===== config.mk =====
export PLATFORM = sky130hd
export DESIGN_NAME = pair_compute_engine_flat
export DESIGN_NICKNAME = d
export VERILOG_FILES = /design/src/rtl/pair_compute_engine_if.sv /design/src/rtl/pair_compute_engine.sv /design/src/flat_wrapper.sv
export SDC_FILE = /design/constraint.sdc
export NUM_CORES = 1
export LEC_CHECK = 0
export BUFFER_PORTS_ARGS = -buffer_cell sky130_fd_sc_hd__buf_2
export CAP_MARGIN = 40
export CORE_MARGIN = 4
export CORE_UTILIZATION = 30
export DETAILED_ROUTE_END_ITERATION = 6
export PLACE_DENSITY_LB_ADDON = 0.25
export SETUP_SLACK_MARGIN = 0.15
export SKIP_CTS_REPAIR_TIMING = 1
export SYNTH_ARGS = -nofsm -noshare
export SYNTH_HDL_FRONTEND = slang
export SYNTH_SLANG_ARGS = --single-unit

===== constraint.sdc =====
create_clock -name clk -period 2.8 [get_ports clk]
set_input_delay 0.84 -clock clk [delete_from_list [all_inputs] [get_ports clk]]
set_output_delay 0.84 -clock clk [all_outputs]
set_load 0.01 [all_outputs]

===== src/rtl/pair_compute_engine_if.sv =====
// Operand load port, start/status handshake and result-memory write port
// of the pair compute engine, grouped for connection as a single bundle.
interface pair_compute_engine_if;
    logic       in_valid;
    logic [7:0] in_data;
    logic       in_ready;
    logic       start;
    logic       busy;
    logic       done;
    logic       res_we;
    logic [1:0] res_addr;
    logic [7:0] res_data;

    // Driver side: supplies operands and start, observes status and results.
    modport master (
        output in_valid, in_data, start,
        input  in_ready, busy, done, res_we, res_addr, res_data
    );

    // Engine side.
    modport slave (
        input  in_valid, in_data, start,
        output in_ready, busy, done, res_we, res_addr, res_data
    );
endinterface


===== src/rtl/pair_compute_engine.sv =====
// Pair compute engine: buffers eight operand bytes, then on start walks
// them in pairs and writes |a-b| style results (difference when a >= b,
// otherwise the 8-bit sum) to a 4-entry result memory, one strobe per pair.
module pair_compute_engine (
    input  logic                  clk,
    input  logic                  reset,
    pair_compute_engine_if.slave  bus
);

    typedef enum logic [2:0] {IDLE, RD1, RD2, WR, DONE} state_t;

    state_t     state, state_nx;
    logic [7:0] opbuf [0:7];
    logic [3:0] wcnt;
    logic [1:0] k;
    logic [7:0] r1, r2;
    logic       load_fire;
    logic       start_ok;
    logic [7:0] diff, sum;

    // A byte is taken only in IDLE while the buffer has room; start is only
    // honoured once all eight bytes are already in (not on the 8th byte's edge).
    assign load_fire = (state == IDLE) && bus.in_valid && (wcnt < 4'd8);
    assign start_ok  = (state == IDLE) && bus.start && (wcnt == 4'd8);

    // State register.
    always_ff @(posedge clk or negedge reset) begin
        if (!reset) state <= IDLE;
        else        state <= state_nx;
    end

    // Next-state decode; each pair costs RD1, RD2, WR.
    always_comb begin
        state_nx = state;
        case (state)
            IDLE:    if (start_ok) state_nx = RD1;
            RD1:     state_nx = RD2;
            RD2:     state_nx = WR;
            WR:      state_nx = (k == 2'd3) ? DONE : RD1;
            DONE:    state_nx = IDLE;
            default: state_nx = IDLE;
        endcase
    end

    // Operand buffer; contents survive reset and are simply overwritten.
    always_ff @(posedge clk) begin
        if (load_fire) opbuf[wcnt[2:0]] <= bus.in_data;
    end

    // Fill count, pair index and operand registers.
    always_ff @(posedge clk or negedge reset) begin
        if (!reset) begin
            wcnt <= 4'd0;
            k    <= 2'd0;
            r1   <= 8'd0;
            r2   <= 8'd0;
        end else begin
            case (state)
                IDLE: begin
                    if (load_fire) wcnt <= wcnt + 4'd1;
                    if (start_ok)  k    <= 2'd0;
                end
                RD1:  r1 <= opbuf[{k, 1'b0}];
                RD2:  r2 <= opbuf[{k, 1'b1}];
                WR:   if (k != 2'd3) k <= k + 2'd1;
                DONE: begin
                    wcnt <= 4'd0;
                    k    <= 2'd0;
                end
                default: ;
            endcase
        end
    end

    // Modulo-256 arithmetic; carry and borrow simply drop off.
    assign diff = r1 - r2;
    assign sum  = r1 + r2;

    // Moore outputs: decoded from state and registers only.
    assign bus.in_ready = (state == IDLE) && (wcnt < 4'd8);
    assign bus.busy     = (state != IDLE);
    assign bus.done     = (state == DONE);
    assign bus.res_we   = (state == WR);
    assign bus.res_addr = (state == WR) ? k : 2'd0;
    assign bus.res_data = (state != WR) ? 8'd0 : ((r1 >= r2) ? diff : sum);

endmodule


===== src/flat_wrapper.sv =====
// flat-port wrapper written by rule: the top's interface ports become plain ports
module pair_compute_engine_flat 
  (clk, reset, bus_in_valid, bus_in_data, bus_start, bus_in_ready, bus_busy, bus_done, bus_res_we, bus_res_addr, bus_res_data);
  pair_compute_engine_if bus_i ();
  input  logic clk;
  input  logic reset;
  input wire logic [$bits(bus_i.in_valid)-1:0] bus_in_valid;
  input wire logic [$bits(bus_i.in_data)-1:0] bus_in_data;
  input wire logic [$bits(bus_i.start)-1:0] bus_start;
  output wire logic [$bits(bus_i.in_ready)-1:0] bus_in_ready;
  output wire logic [$bits(bus_i.busy)-1:0] bus_busy;
  output wire logic [$bits(bus_i.done)-1:0] bus_done;
  output wire logic [$bits(bus_i.res_we)-1:0] bus_res_we;
  output wire logic [$bits(bus_i.res_addr)-1:0] bus_res_addr;
  output wire logic [$bits(bus_i.res_data)-1:0] bus_res_data;
  assign bus_i.in_valid = bus_in_valid;
  assign bus_i.in_data = bus_in_data;
  assign bus_i.start = bus_start;
  assign bus_in_ready = bus_i.in_ready;
  assign bus_busy = bus_i.busy;
  assign bus_done = bus_i.done;
  assign bus_res_we = bus_i.res_we;
  assign bus_res_addr = bus_i.res_addr;
  assign bus_res_data = bus_i.res_data;
  pair_compute_engine u_core (.clk(clk), .reset(reset), .bus(bus_i));
endmodule

# After elaboration in Yosys (flattened, before gate mapping)
# Memories as Yosys holds them, arrays and structs flattened. A register that Yosys moved wholly into a read port is not among the register bits.
# Cells that the tools add are included.
[classes] add_sub_neg=4 n_lt_le_gt_ge=2 n_eq_ne=11 muxes=13 n_reduce_logical=13
[ops] op="2-to-1 mux 8 bit" count=2
[ops] op="one-hot mux 3 bit (4 select lines)" count=1
[ops] op="adder 8 bit" count=1
[ops] op=">= comparator 8 bit" count=1
[ops] op="one-hot mux 4 bit (2 select lines)" count=1
[ops] op="subtractor 8 bit" count=1
[ops] op="equality test 3 x 2 -> 1 bit (second input constant)" count=2
[ops] op="2-to-1 mux 2 bit" count=3
[ops] op="2-to-1 mux 3 bit" count=2
[ops] op="inequality test 2 x 1 -> 1 bit (second input constant)" count=3
[ops] op="one-hot mux 2 bit (3 select lines)" count=1
[ops] op="nonzero test 3 bit" count=2
[ops] op="logical AND 1 bit" count=5
[ops] op="adder 4 x 1 -> 4 bit (second input constant)" count=1
[ops] op="equality test 4 bit (second input constant)" count=1
[ops] op="< comparator 4 bit (second input constant)" count=1
[ops] op="2-to-1 mux 4 bit" count=1
[ops] op="equality test 3 x 1 -> 1 bit (second input constant)" count=1
[ops] op="equality test 3 bit (second input constant)" count=1
[ops] op="zero test 3 bit" count=1
[ops] op="inequality test 3 x 2 -> 1 bit (second input constant)" count=1
[ops] op="AND reduction 3 bit" count=1
[ops] op="adder 2 x 1 -> 2 bit (second input constant)" count=1
[ops] op="equality test 2 bit (second input constant)" count=1
[ops] op="5 further kinds" count=7
[word_totals] register_bits=9 ram_bits=64 input_bits=12 out_inout_bits=14 mem_count=1
[memory_table] memory="u_core.opbuf" words=8 width=8 rd=2 rd_ports_with_merged_regs=2 write_ports=1 line="pair_compute_engine.sv:13" text="logic [7:0] opbuf [0:7];"

# Depth between registers and ports, before layout
[logic_depth] depth_word=5 depth_mapped=9

# Worst setup path before layout
# No wires, ideal clock.
[synth_path] kind="reg2out" start="reg u_core.r1[0] (read register of u_core.opbuf)" end="out bus_res_data[7]" arrival_time_ns=2.006 required_time_ns=1.960 path_slack_ns=-0.046 path_stages_with_launch=10 n_path_buf=0 path_cell_list="dfrtp_1 -> inv_1 -> ha_1 -> inv_1 -> fa_1 -> nand3_1 -> a31oi_4 -> nor4_4 -> a221oi_1 -> a31oi_1"
[synth_between] elab_chain_cells=3
[synth_lines] element="from (decl)" line="pair_compute_engine.sv:16" text="logic [7:0] r1, r2;"
[synth_lines] element="adder 8 bit (tied with other cells)" line="pair_compute_engine.sv:77" text="assign sum = r1 + r2;"
[synth_lines] element="2-to-1 mux 8 bit * (2 in a row)" line="pair_compute_engine.sv:85" text="assign bus.res_data = (state != WR) ? 8'd0 : ((r1 >= r2) ? diff : sum);"
[synth_lines] element="to (decl)" line="flat_wrapper.sv:15" text="output wire logic [$bits(bus_i.res_data)-1:0] bus_res_data;"
# Every way passes the cells marked *; elsewhere a longest branch is shown, timed or not.

# Final worst setup path
[layout_path] start="reg u_core.r1[0] (read register of u_core.opbuf)" end="out bus_res_data[6]"
# The elaborated chain is that of the path after synthesis.

==> impl_metrics.json <==
{
  "outcome": "finished with violations",
  "failed_checks": "setup timing",
  "port_buffers": 25,
  "h-tree-depth": 3,
  "first_global_vias": 2720,
  "clock_path_buffers": 2,
  "rows": 43,
  "period_needed_ps": 3250,
  "endpoint_kind": "output port",
  "synth_xor_area_share_pct": 0.4122,
  "syn_area_um2": 4249,
  "drt-total-wl_um": 8614,
  "nFillCells": 1316,
  "synthSimpleGateAreaFrac_pct": 9.717,
  "reg2reg_depth": 5,
  "syn-instance-count": 293,
  "wl_met3_um": 238,
  "synth_top_family_by_area": "multiplexers",
  "relSlewSlack_pct": 49.09,
  "final_core_util_pct": 38.16,
  "core_um2": 13880,
  "drt_iter0_drc": 171,
  "synth_fa_ha_area_share_pct": 6.243,
  "dp.final_hpwl_um": 6287,
  "crit_path_start_kind": "register",
  "stdcell_count": 544,
  "total_power_mw": 6.297,
  "fmax_mhz": 307.7,
  "clk_pin_slew_worst_paths_ps": 60,
  "yosys_warnings": 0,
  "synth-seq-area-share_pct": 59.95,
  "path_class": "reg -> out",
  "clock-sinks": 89,
  "routed_via_density": 4.774,
  "avgSynthCellArea_um2": 14.50,
  "required_ps": 1960,
  "worstMarginPinSlew_ps": 760.3,
  "syn2layout_area_growth_pct": 24.65,
  "place.gp.congestion": 0.7492,
  "muxShareOfSynthArea_pct": 11.10,
  "die_y_um": 127.0,
  "fin_ws_ps": -450.3,
  "drc": 0,
  "hp-class": "in -> async",
  "io_pins": 26,
  "cts_buffers": 9,
  "wl_met2_um": 4212,
  "timing.rr.start": "u_core.state[1]",
  "drv_cap": 0,
  "slew_viol_final": 0,
  "hold_violations": 0,
  "cts-root-buf": "clkbuf_16",
  "power.leakage_nw": 1.985,
  "skew_ps": 5.128,
  "ys_seq_elements": 89,
  "synthFlopType": "edfxtp_1",
  "grt_pass1_wl_um": 14580,
  "synth_compound_area_share_pct": 9.482,
  "dp_cells": 527,
  "top_layer_used": "met4",
  "wl_per_cell_um": 15.83,
  "overflow": 0,
  "irDropWorstVdd_v": 0.0002792,
  "synth_edf_count": 64,
  "vias": 2597,
  "dr.pass1.iters": 5,
  "syn_nets": 325,
  "start_util_pct": 30.61,
  "drive_gt1_share_pct": 38.74,
  "antenna_found_initial": 0,
  "r2r-end": "u_core.opbuf[7][3]",
  "final_cell_mix": "edfxtp_1 (64), buf_4 (39), buf_2 (25)",
  "postRouteAntennaNets": 0,
  "grt_max_degree": 26,
  "rsz0062_at_grt": "yes",
  "fin_crit_sh_pct": 116.1,
  "clock_latency_ps": 330,
  "fin_setup_tns_ps": -2914,
  "die_area_um2": 16130,
  "arrival_ps": 2410,
  "ys_async_sr_fraction_pct": 28.09,
  "diodes": 0,
  "die_w_um": 127.0,
  "nNetsFinal": 391,
  "grt_use_total_pct": 11.43,
  "drt-met1-wl_um": 3951,
  "setup_violations": 7,
  "final_common_cell": "edfxtp_1",
  "powerDensity_nw_per_um2": 1189,
  "crit_path_max_fanout": 6,
  "cts_tree": "yes",
  "ys_types": 54,
  "pre_cts_ws_ps": -168.4,
  "r2r_setup_slack_ps": 810
}
## worst max-delay path: stages, from the launching register on
cell     delay (ps)
dfrtp_1         390
inv_2            80
ha_4            130
inv_2            40
fa_2            420
nand3_4         100
a31oi_4         140
o31ai_4         340
o221a_1         270
nor2_2           30
buf_2           140
## area by class of cell
| class | instances | area (µm²) | share of cell area, % |
|---|---|---|---|
| multi-input cells | 173 | 1733 | 32.72 |
| clock inverters | 4 | 17.52 | 0.3307 |
| inverters | 20 | 75.07 | 1.417 |
| repair buffers | 66 | 440.4 | 8.316 |
| well taps | 180 | 225.2 | 4.252 |
| clock buffers | 12 | 256.5 | 4.843 |
| flip-flops and latches | 89 | 2549 | 48.12 |
## Yosys cell counts, types with 3 or more instances
cell type   n  area [µm²]
a21oi_1     6       30.03
a221oi_1    7       61.31
and2_1      3       18.77
buf_2       6       30.03
clkbuf_1    3       11.26
dfrtp_1    25       625.6
edfxtp_1   64        1922
ha_1       18       225.2
inv_1      20       75.07
mux2_2      8       90.09
mux4_2     16       360.4
nand2_1    16       60.06
nand2b_1    5       31.28
nand3_1     5       25.02
nor2_1     25       93.84
nor2b_1     3       18.77
nor3_1      3       15.01
o21a_1      3       22.52
o21ai_0    10       50.05
o221a_1     3       33.78
o31a_1      3       26.28
## how the worst max path moves through the flow
stage / from / endpoint / slack, ps / cells past startpoint
4_1_cts: u_core.r2[3] / bus_res_data[7] / -540 / 9
3_3_place_gp: u_core.r1[0] / bus_res_data[6] / -70 / 10
6_report: u_core.r1[0] / bus_res_data[6] / -450 / 10
2_1_floorplan: u_core.r1[0] / bus_res_data[2] / 120 / 9
5_1_grt: u_core.r1[0] / bus_res_data[5] / -560 / 10
3_5_place_dp: u_core.r2[3] / bus_res_data[7] / -170 / 9
## stage by stage
stage	cell area, µm²	hold slack [ps]
after global routing	5296	547.6
after CTS	5197	507.7
final	5296	491.5
after floorplan	4329	484.9
after detailed placement	4923	511.1
after global placement	4923	500.6
## registers in the layout (all words and copies together), names as in the netlist
| signal | cells |
|---|---|
| u_core.r2 | 8 |
| u_core.k | 2 |
| u_core.wcnt | 4 |
| u_core.r1 | 8 |
| u_core.opbuf | 64 |
| u_core.state | 3 |
## power by group
part | total (mW) | internal, mW | switching, mW
Sequential | 1.80 | 1.64 | 0.166
Clock | 1.09 | 0.640 | 0.452
Combinational | 3.40 | 1.63 | 1.77
Total | 6.30 | 3.91 | 2.39
## per-layer routing
metal | track usage, % | vias up
li1 | - | 1245
met1 | 14.82 | 1286
met2 | 18.84 | 51
met3 | 1.839 | 15
met4 | 5.300 | 0
met5 | 0 | -
## cell families (layout without fill, tap and decap cells)
group / count (synthesis) / after routing
AOI/OAI and AO/OA: 51 / 51
xor gates and xnor gates: 2 / 2
adders and majority gates: 20 / 20
buffers and inverters: 31 / 102
DFF: 89 / 89
muxes: 26 / 26
and+or+nand+nor: 74 / 74
Power figures use the tool's default switching activity.
